`config.mk`:
```
export PLATFORM = sky130hd
export DESIGN_NAME = xillybus_lite_regfile
export DESIGN_NICKNAME = d
export VERILOG_FILES = /design/src/rtl/xillybus_regs_pkg.sv /design/src/rtl/xillybus_irq_ctrl.sv /design/src/rtl/xillybus_lite_regfile.sv
export SDC_FILE = /design/constraint.sdc
export NUM_CORES = 1
export LEC_CHECK = 0
export ABC_AREA = 1
export CAP_MARGIN = 40
export CORE_MARGIN = 2
export CORE_UTILIZATION = 45
export CTS_BUF_LIST = sky130_fd_sc_hd__clkbuf_8 sky130_fd_sc_hd__clkbuf_16
export CTS_CLUSTER_DIAMETER = 60
export DETAILED_ROUTE_END_ITERATION = 12
export HOLD_SLACK_MARGIN = 0.1
export PLACE_DENSITY = 0.76
export SLEW_MARGIN = 30
export SYNTH_ARGS = -nofsm -noshare
export SYNTH_HDL_FRONTEND = slang
export SYNTH_SLANG_ARGS = --single-unit
```
`constraint.sdc`:
```
create_clock -name S_AXI_ACLK -period 2.5 [get_ports S_AXI_ACLK]
set_input_delay 0.375 -clock S_AXI_ACLK [delete_from_list [all_inputs] [get_ports S_AXI_ACLK]]
set_output_delay 0.375 -clock S_AXI_ACLK [all_outputs]
set_load 0.01 [all_outputs]
```
`src/rtl/xillybus_regs_pkg.sv`:
```
// xillybus_regs_pkg: register word indices, AXI response codes and byte-lane merge for xillybus_lite_regfile
package xillybus_regs_pkg;
  localparam logic [9:0] REG_CTRL      = 10'd0;
  localparam logic [9:0] REG_STATUS    = 10'd1;
  localparam logic [9:0] REG_IRQ_PEND  = 10'd2;
  localparam logic [9:0] REG_IRQ_EN    = 10'd3;
  localparam logic [9:0] REG_USER_BASE = 10'd4;
  localparam logic [1:0] RESP_OKAY     = 2'b00;
  localparam logic [1:0] RESP_SLVERR   = 2'b10;
  function automatic logic [31:0] strb_merge(input logic [31:0] old_v, input logic [31:0] new_v, input logic [3:0] strb);
    logic [31:0] r;
    for (int i = 0; i < 4; i++) r[8*i +: 8] = strb[i] ? new_v[8*i +: 8] : old_v[8*i +: 8];
    return r;
  endfunction
endpackage

```
`src/rtl/xillybus_irq_ctrl.sv`:
```
// xillybus_irq_ctrl: 8-source rising-edge interrupt latch with write-1-to-clear pending, enable mask and registered request
//   clk/rst_n: clock, async active-low reset
//   irq_in: sources; en_we/en_wdata: enable-register write; clr: W1C mask for this cycle
//   pend/en: register contents for readback; host_interrupt: registered |(pend & en)
module xillybus_irq_ctrl (
  input  logic       clk,
  input  logic       rst_n,
  input  logic [7:0] irq_in,
  input  logic       en_we,
  input  logic [7:0] en_wdata,
  input  logic [7:0] clr,
  output logic [7:0] pend,
  output logic [7:0] en,
  output logic       host_interrupt
);
  logic [7:0] irq_d;
  // a new edge outranks a clear of the same bit so no event is lost
  always_ff @(posedge clk or negedge rst_n)
    if (!rst_n) begin
      irq_d          <= '0;
      pend           <= '0;
      en             <= '0;
      host_interrupt <= 1'b0;
    end else begin
      irq_d          <= irq_in;
      pend           <= (pend & ~clr) | (irq_in & ~irq_d);
      en             <= en_we ? en_wdata : en;
      host_interrupt <= |(pend & en);
    end
endmodule

```
`src/rtl/xillybus_lite_regfile.sv`:
```
// xillybus_lite_regfile: AXI4-Lite slave with CTRL, STATUS, IRQ_PEND/IRQ_EN and C_NUM_USER user registers
//   S_AXI_ACLK/S_AXI_ARESETN: clock, async active-low reset
//   S_AXI_AW*/W*/B*/AR*/R*: AXI4-Lite slave channels, addr[11:2] decoded
//   ctrl_out: CTRL; status_in: STATUS readback; irq_in: edge-triggered sources
//   user_regs: USER[N] at [32N+31:32N]; host_interrupt: registered interrupt request
module xillybus_lite_regfile
  import xillybus_regs_pkg::*;
#(
  parameter int C_S_AXI_ADDR_WIDTH = 32,
  parameter int C_S_AXI_DATA_WIDTH = 32,
  parameter int C_NUM_USER         = 4
) (
  input  logic                            S_AXI_ACLK,
  input  logic                            S_AXI_ARESETN,
  input  logic [C_S_AXI_ADDR_WIDTH-1:0]   S_AXI_AWADDR,
  input  logic                            S_AXI_AWVALID,
  output logic                            S_AXI_AWREADY,
  input  logic [C_S_AXI_DATA_WIDTH-1:0]   S_AXI_WDATA,
  input  logic [C_S_AXI_DATA_WIDTH/8-1:0] S_AXI_WSTRB,
  input  logic                            S_AXI_WVALID,
  output logic                            S_AXI_WREADY,
  output logic [1:0]                      S_AXI_BRESP,
  output logic                            S_AXI_BVALID,
  input  logic                            S_AXI_BREADY,
  input  logic [C_S_AXI_ADDR_WIDTH-1:0]   S_AXI_ARADDR,
  input  logic                            S_AXI_ARVALID,
  output logic                            S_AXI_ARREADY,
  output logic [C_S_AXI_DATA_WIDTH-1:0]   S_AXI_RDATA,
  output logic [1:0]                      S_AXI_RRESP,
  output logic                            S_AXI_RVALID,
  input  logic                            S_AXI_RREADY,
  output logic [31:0]                     ctrl_out,
  input  logic [31:0]                     status_in,
  input  logic [7:0]                      irq_in,
  output logic [32*C_NUM_USER-1:0]        user_regs,
  output logic                            host_interrupt
);
  localparam logic [9:0] NUM_REGS = 10'(REG_USER_BASE + C_NUM_USER);
  logic        aw_held, w_held, aw_hs, w_hs, ar_hs, commit, wr_ok, rd_ok, en_we;
  logic [9:0]  aw_idx, wr_idx, rd_idx;
  logic [31:0] w_data, wr_data, rd_data, rd_user;
  logic [3:0]  w_strb, wr_strb;
  logic [7:0]  clr, pend, en;
  logic [31:0] user_q [C_NUM_USER];
  logic        unused_ok;
  assign unused_ok = &{1'b0, S_AXI_AWADDR, S_AXI_ARADDR};
  // readies are forced low while reset is asserted
  assign S_AXI_AWREADY = S_AXI_ARESETN & ~aw_held;
  assign S_AXI_WREADY  = S_AXI_ARESETN & ~w_held;
  assign S_AXI_ARREADY = S_AXI_ARESETN & ~S_AXI_RVALID;
  assign aw_hs = S_AXI_AWVALID & S_AXI_AWREADY;
  assign w_hs  = S_AXI_WVALID & S_AXI_WREADY;
  assign ar_hs = S_AXI_ARVALID & S_AXI_ARREADY;
  // a beat handshaking this cycle is used directly so the commit needs no extra cycle
  assign wr_idx  = aw_held ? aw_idx : S_AXI_AWADDR[11:2];
  assign wr_data = w_held ? w_data : S_AXI_WDATA;
  assign wr_strb = w_held ? w_strb : S_AXI_WSTRB;
  assign commit  = (aw_held | aw_hs) & (w_held | w_hs) & (~S_AXI_BVALID | S_AXI_BREADY);
  assign wr_ok   = wr_idx < NUM_REGS;
  assign en_we   = commit & (wr_idx == REG_IRQ_EN) & wr_strb[0];
  assign clr     = (commit & (wr_idx == REG_IRQ_PEND) & wr_strb[0]) ? wr_data[7:0] : 8'h00;
  assign rd_idx  = S_AXI_ARADDR[11:2];
  assign rd_ok   = rd_idx < NUM_REGS;
  always_comb begin
    rd_user = '0;
    for (int i = 0; i < C_NUM_USER; i++) rd_user = (rd_idx == 10'(REG_USER_BASE + i)) ? user_q[i] : rd_user;
    rd_data = rd_idx == REG_CTRL     ? ctrl_out :
              rd_idx == REG_STATUS   ? status_in :
              rd_idx == REG_IRQ_PEND ? {24'h0, pend} :
              rd_idx == REG_IRQ_EN   ? {24'h0, en} : rd_user;
  end
  always_ff @(posedge S_AXI_ACLK or negedge S_AXI_ARESETN)
    if (!S_AXI_ARESETN) begin
      aw_held      <= 1'b0;
      aw_idx       <= '0;
      w_held       <= 1'b0;
      w_data       <= '0;
      w_strb       <= '0;
      S_AXI_BVALID <= 1'b0;
      S_AXI_BRESP  <= RESP_OKAY;
      S_AXI_RVALID <= 1'b0;
      S_AXI_RDATA  <= '0;
      S_AXI_RRESP  <= RESP_OKAY;
      ctrl_out     <= '0;
    end else begin
      aw_held      <= ~commit & (aw_held | aw_hs);
      aw_idx       <= aw_hs ? S_AXI_AWADDR[11:2] : aw_idx;
      w_held       <= ~commit & (w_held | w_hs);
      w_data       <= w_hs ? S_AXI_WDATA : w_data;
      w_strb       <= w_hs ? S_AXI_WSTRB : w_strb;
      S_AXI_BVALID <= commit | (S_AXI_BVALID & ~S_AXI_BREADY);
      S_AXI_BRESP  <= commit ? (wr_ok ? RESP_OKAY : RESP_SLVERR) : S_AXI_BRESP;
      S_AXI_RVALID <= ar_hs | (S_AXI_RVALID & ~S_AXI_RREADY);
      S_AXI_RDATA  <= ar_hs ? rd_data : S_AXI_RDATA;
      S_AXI_RRESP  <= ar_hs ? (rd_ok ? RESP_OKAY : RESP_SLVERR) : S_AXI_RRESP;
      ctrl_out     <= (commit && wr_idx == REG_CTRL) ? strb_merge(ctrl_out, wr_data, wr_strb) : ctrl_out;
    end
  always_ff @(posedge S_AXI_ACLK or negedge S_AXI_ARESETN)
    if (!S_AXI_ARESETN) begin
      for (int i = 0; i < C_NUM_USER; i++) user_q[i] <= '0;
    end else begin
      for (int i = 0; i < C_NUM_USER; i++)
        user_q[i] <= (commit && wr_idx == 10'(REG_USER_BASE + i)) ? strb_merge(user_q[i], wr_data, wr_strb) : user_q[i];
    end
  for (genvar n = 0; n < C_NUM_USER; n++) begin : g_user
    assign user_regs[32*n +: 32] = user_q[n];
  end
  xillybus_irq_ctrl u_irq (
    .clk           (S_AXI_ACLK),
    .rst_n         (S_AXI_ARESETN),
    .irq_in        (irq_in),
    .en_we         (en_we),
    .en_wdata      (wr_data[7:0]),
    .clr           (clr),
    .pend          (pend),
    .en            (en),
    .host_interrupt(host_interrupt)
  );
endmodule

```
==> flow_summary.yaml, run 1 <==
timing:
  fmax_mhz: 416
  slew_violations: 0
  setup_tns_ns: 0
  min_period_ns: 2.40
  min_period_over_period_pct: 96.1
  hold_ws_ns: 0.288
  finalHoldViolations: 0
  worstMarginPinSlew_ns: 0.688
  rsz0062_at_grt: "no"
  finalSetupViolations: 0
  maxSlewHeadroom_pct: 53.8
  finClkSkew_ns: 0.0112
critical_path:
  max_stage_delay_ns: 0.57
  cp_top_family: "buffers and inverters"
  crit_chain: "dlygate4sd3_1 -> buf_8 -> inv_1 -> nor2_1 -> clkdlybuf4s50_1"
  path_buf_inv: 4
  critPathRequiredTime_ns: 2.12
  crit_path_end_kind: "output port"
  crit_path_start_kind: "input pin"
  path_max_fanout: 3
  worstSetupPathType: "in -> out"
  cp.arrival_ns: 2.03
  cp_slowest_cell: "clkdlybuf4s50_1"
floorplan:
  std_cell_rows: 60
  die-width_um: 170
  initial_core_util_pct: 46.0
  core_area_mm2: 0.0270
  die_h_um: 170
  ios: 349
  dieArea_mm2: 0.0290
cts:
  cts_made_buffers: 30
  cts.sinks: 269
  clkTransAtPathRegs_ns: 0.06
  tritoncts: "built"
  clk_path_buf_depth: 3
  cts_htree_levels: 1
  cts_setup_buffers: 0
  clock_tree.root_cell: "clkbuf_16"
  clock_latency_ns: 0.55
run_status:
  outcome: "complete, no violations"
drt:
  dr_total_vias: 11900
  routedWlPerCell_um: 18.1
  ant_nets: 0
  post-route-drc-count: 0
  drt_iter0_markers: 1092
  vias_per_cell: 5.35
  wirelength_mm: 40.4
  drt_first_pass_iters: 5
synth:
  yosysUniqueCellTypes: 34
  synth_top_area_share_pct: 54.1
  post-synth-top-count-cell: "nand2_1"
  yosysTopAreaCell: "dfrtp_1"
  synthArstFlopShare_pct: 100
  synth_edf_count: 0
  yosysSeqAreaShare_pct: 54.1
  yosys_warnings: 0
  synth_area_mm2: 0.0124
  synthTopCellsByArea: "dfrtp_1, nand2_1, o21ai_0, nor2_1, inv_1"
  synthTopCellsByCount: "nand2_1, dfrtp_1, o21ai_0"
  synth_area_per_cell_um2: 7.96
  ys.flop_type: "dfrtp_1"
  syn_inst: 1563
  ys_seq_elements: 269
global_route:
  grt_pass1_vias: 11100
  globalRouteTotalUtil_pct: 27.8
  grt_pass1_wl_mm: 62.3
  grt_overflow_total: 0
  antenna_found_initial: 0
  grt_max_degree: 122
power:
  p_per_area_mw_per_mm2: 714
  p_int_uw: 8310
  p_comb_share_pct: 22.2
  clkPwrFrac_pct: 35.2
  p_sw_share_pct: 32.0
  ir_worst_vdd_v: 0.000624
  p_seq_share_pct: 42.6
  p_leak_uw: 0.00810
  power.switching_uw: 3910
cells_and_area:
  antenna_cells: 0
  final_layout_size_suffix_gt1_share_pct: 6.87
  fin_nets: 2018
  syn2layout_area_growth_pct: 37.5
  n_fill_cell: 2360
hold_path:
  hold_class: "in -> reg"
job:
  cap_violations: 0
placed_design:
  place_hpwl_mm: 29.7
  place.gp.congestion: 0.918
  port_buffers: 302
cells by family after synthesis:
kind of cell | after synthesis | share of synthesized area [%]
compound gates | 337 | 14.3
simple gates | 756 | 24.9
other cells | 1 | 0.0301
mux | 1 | 0.0905
flops | 269 | 54.1
buf+inv | 199 | 6.57
routing by layer:
metal	track usage, %	wire [um]	vias to the layer above	part of all wire [%]
li1	-	-	5648	-
met1	39.6	17500	5621	43
met2	42.5	18000	574	44
met3	4.14	3120	94	7.7
met4	11.4	1780	0	4.4
met5	0	0	-	0
layout make-up:
type | instances | area [um^2] | area share [%]
clock buffer | 38 | 872 | 5.10
clock inverter | 14 | 97.6 | 0.570
inverter | 120 | 452 | 2.64
multi-input combinational | 1096 | 4940 | 28.9
sequential | 269 | 6730 | 39.3
tap | 341 | 427 | 2.49
timing repair buffer | 354 | 3590 | 21.0
worst paths after layout:
| path | start | endpoint | slack (ns) | cells past startpoint |
|---|---|---|---|---|
| setup / recovery | S_AXI_ARESETN | S_AXI_ARREADY | 0.1 | 5 |
| hold / removal | irq_in[2] | u_irq.irq_d[2]$_DFF_PN0_ | 0.29 | 1 |
| setup reg to reg | aw_held$_DFF_PN0_ | ctrl_out[19]$_DFFE_PN0P_ | 0.20 | 8 |
| hold reg to reg | S_AXI_RDATA[6]$_DFFE_PN0P_ | S_AXI_RDATA[6]$_DFFE_PN0P_ | 0.48 | 2 |
| max in group asynchronous | S_AXI_ARESETN | w_data[22]$_DFFE_PN0P_ | 0.87 | 5 |
| min in group asynchronous | S_AXI_ARESETN | w_data[1]$_DFFE_PN0P_ | 0.34 | 3 |
power groups by stage:
stage / logic (uW) / clock network (uW) / registers [uW]
finish: 2710 / 4300 / 5210
global route: 3020 / 4550 / 5280
detailed placement: 2660 / 0 / 5270
floorplan: 1480 / 0 / 5250
global placement: 2570 / 0 / 5250
CTS: 2660 / 4360 / 5200
layout by cell type, fill, tap and decap left out, drive strengths merged, types with 3 or more instances in the layout:
cell type / instances
a21oi: 32
o2111ai: 15
inv: 123
nor2: 141
o21ai: 285
nand2: 526
buf: 52
or2: 3
clkinv: 8
clkbuf: 38
nand3: 66
dfrtp: 269
nand4: 15
clkdlybuf4s50: 301
nor3: 4
metrics by stage:
stage	setup WS [ns]	area, um^2	cells	total power, uW	utilization [%]
after floorplan	0.641	12400	1564	6720	-
after global routing	0.00541	17100	2232	12800	63.3
after detailed placement	0.0310	16100	2178	7930	59.5
after global placement	0.0522	16100	2177	7820	59.4
after CTS	0.0707	17100	2231	12200	63.1
final	0.0973	17100	2232	12200	63.3
sequential cells by signal, summed over array words and instances, names as in the netlist, 8 cells and up:
name         count
user_regs      128
S_AXI_RDATA     32
ctrl_out        32
w_data          32
aw_idx          10
u_irq.en         8
u_irq.irq_d      8
u_irq.pend       8
what timing repair did:
item                                    in CTS  in global routing
resized for setup                            0                  4
hold endpoints to repair                    14                  0
endpoints found under the setup margin       0                 26
hold buffers                                 1                  0
Note: power is estimated with default switching activity, not from simulation.
==> inputs of run 2 (changes only) <==
--- a/config.mk
+++ b/config.mk
@@ -11,9 +11,12 @@
 export CORE_UTILIZATION = 45
 export CTS_BUF_LIST = sky130_fd_sc_hd__clkbuf_8 sky130_fd_sc_hd__clkbuf_16
 export CTS_CLUSTER_DIAMETER = 60
+export CTS_CLUSTER_SIZE = 10
 export DETAILED_ROUTE_END_ITERATION = 12
+export GPL_ROUTABILITY_DRIVEN = 0
 export HOLD_SLACK_MARGIN = 0.1
 export PLACE_DENSITY = 0.76
+export SETUP_SLACK_MARGIN = 0.4
 export SLEW_MARGIN = 30
 export SYNTH_ARGS = -nofsm -noshare
 export SYNTH_HDL_FRONTEND = slang
==> flow_summary.yaml, run 2 (synthesis results as in run 1) <==
cells_and_area:
  fin_util_pct: 63.8
  finalNonFillerCells: 2236
  final_cell_mix: "nand2_1, clkdlybuf4s50_1, dfrtp_1"
  final_layout_size_suffix_gt1_share_pct: 7.60
  multi_input_area_mm2: 0.00510
  final_common_cell: "nand2_1"
  stdcell_area_mm2: 0.0173
  syn2layout_area_growth_pct: 38.7
  largest_reg_flops: 128
  fin_nets: 2040
  layout.area.seq_mm2: 0.00673
  n_fill_cell: 2303
timing:
  setup_tns_ns: 0
  finalSetupViolations: 0
  min_period_ns: 2.04
  min_period_over_period_pct: 81.4
  worstMarginPinSlew_ns: 0.643
  finClkSkew_ns: 0.00919
  rsz0062_at_grt: "yes"
  fin_ws_ns: 0.464
  finalHoldViolations: 0
  slew_violations: 0
  maxSlewHeadroom_pct: 57.1
  fmax_mhz: 491
drt:
  post-route-drc-count: 0
  routedWlPerCell_um: 19.0
  wirelength_mm: 42.5
  ant_nets: 0
  drt_first_pass_iters: 5
  dr_total_vias: 12200
  drt_iter0_markers: 1229
  vias_per_cell: 5.44
job:
  cap_violations: 0
cts:
  clock_latency_ns: 0.54
  clk_path_buf_depth: 3
  cts_htree_levels: 1
  tritoncts: "built"
  cts_made_buffers: 30
  cts.sinks: 269
  clkTransAtPathRegs_ns: 0.06
  clock_tree.root_cell: "clkbuf_16"
floorplan:
  std_cell_rows: 60
  ios: 349
  die_h_um: 170
  core_area_mm2: 0.0270
  initial_core_util_pct: 46.0
  dieArea_mm2: 0.0290
  die-width_um: 170
critical_path:
  crit_path_end_kind: "flop"
  r2r-start: "aw_held$_DFF_PN0_"
  path_buf_inv: 2
  cp.arrival_ns: 2.44
  critPathRequiredTime_ns: 2.91
  worstSetupPathType: "reg -> reg"
  path_common_cell: "nand2_1"
  cp_slowest_cell: "dfrtp_2"
  max_stage_delay_ns: 0.47
  cp_top_family: "simple AND/OR/NAND/NOR gates"
  crit_start: "aw_held$_DFF_PN0_"
  crit_path_start_kind: "flop"
  cp.depth: 9
  path_max_fanout: 16
  crit_chain: "o21ai_1 -> inv_1 -> nor2_1 -> nand4_1 -> nor2_4 -> nand2_1 -> buf_4 -> nand2_1 -> o21ai_0"
  reg2reg_depth: 9
global_route:
  grt_max_degree: 74
  grt_overflow_total: 0
  grt_pass1_wl_mm: 62.8
  globalRouteTotalUtil_pct: 27.9
  grt_pass1_vias: 11200
  antenna_found_initial: 0
placed_design:
  port_buffers: 302
  dp_cells: 2180
  place_hpwl_mm: 30.0
  dp_slack_ns: 0.0439
  placed_area_mm2: 0.0161
hold_path:
  worstHoldStart: "irq_in[3]"
  min_path_cells: 1
  hold_class: "in -> reg"
power:
  ir_worst_vdd_v: 0.000532
  p_per_area_mw_per_mm2: 702
  p_leak_uw: 0.00815
run_status:
  outcome: "complete, no violations"
[run 2: changes by cell type in the layout (fill, tap and decap cells not counted), moves of 6 or more]
cell and change:
clkbuf_8 -7, buf_4 +10, o21ai_0 -8, nand4_2 +6, o21ai_1 +6, clkinv_2 -6
[run 2: worst register-to-register path, cell delays in order, from the launching register on]
cell     delay, ns
dfrtp_2       0.47
o21ai_1       0.30
inv_1         0.14
nor2_1        0.14
nand4_1       0.16
nor2_4        0.21
nand2_1       0.10
buf_4         0.23
nand2_1       0.07
o21ai_0       0.08
[run 2: path summary, 6_finish.rpt]
| check | end | slack, ns |
|---|---|---|
| worst max-delay path | user_regs[50]$_DFFE_PN0P_ | 0.46 |
| worst min-delay path | u_irq.irq_d[3]$_DFF_PN0_ | 0.30 |
| worst max register to register | user_regs[50]$_DFFE_PN0P_ | 0.46 |
| worst min register to register | S_AXI_RDATA[22]$_DFFE_PN0P_ | 0.48 |
| max in group asynchronous | S_AXI_RDATA[22]$_DFFE_PN0P_ | 0.89 |
| min in group asynchronous | aw_idx[3]$_DFFE_PN0P_ | 0.39 |
[run 2: what timing repair did]
action,4_1_cts,5_1_grt
endpoints found under the setup margin,96,177
hold buffers,1,0
gates cloned,0,8
endpoints found under the hold margin,26,0
resized for setup,7,30
buffers inserted,4,7
pin swaps,1,6
[run 2: per-layer routing]
| metal | vias up | global-route usage [%] | part of all wire, % |
|---|---|---|---|
| li1 | 5712 | - | - |
| met2 | 591 | 44.0 | 46 |
| met4 | 0 | 10.2 | 3.8 |
| met3 | 96 | 4.56 | 8.4 |
| met5 | - | 0 | 0 |
| met1 | 5776 | 39.1 | 42 |
[run 2: cell type report]
class                   count  share of cell area (%)
well taps                 341                    2.47
inverters                 120                    2.68
clock buffers              31                    4.50
clock inverters             2                  0.0435
flip-flops and latches    269                    39.0
multi-input cells        1104                    29.6
diodes                      1                  0.0145
repair buffers            368                    21.7
[run 2: report_power, final]
part / total [uW] / internal, uW / switching, uW
Combinational: 3100 / 1050 / 2050
Clock: 3800 / 2150 / 1640
Sequential: 5210 / 4880 / 338
[run 2: per-stage QoR]
stage                     power (uW)  hold slack [ns]
after global placement          7810            0.463
after floorplan                 6720           0.0794
final                          12100            0.295
after detailed placement        7920            0.409
after global routing           12700            0.311
after CTS                      11800            0.281
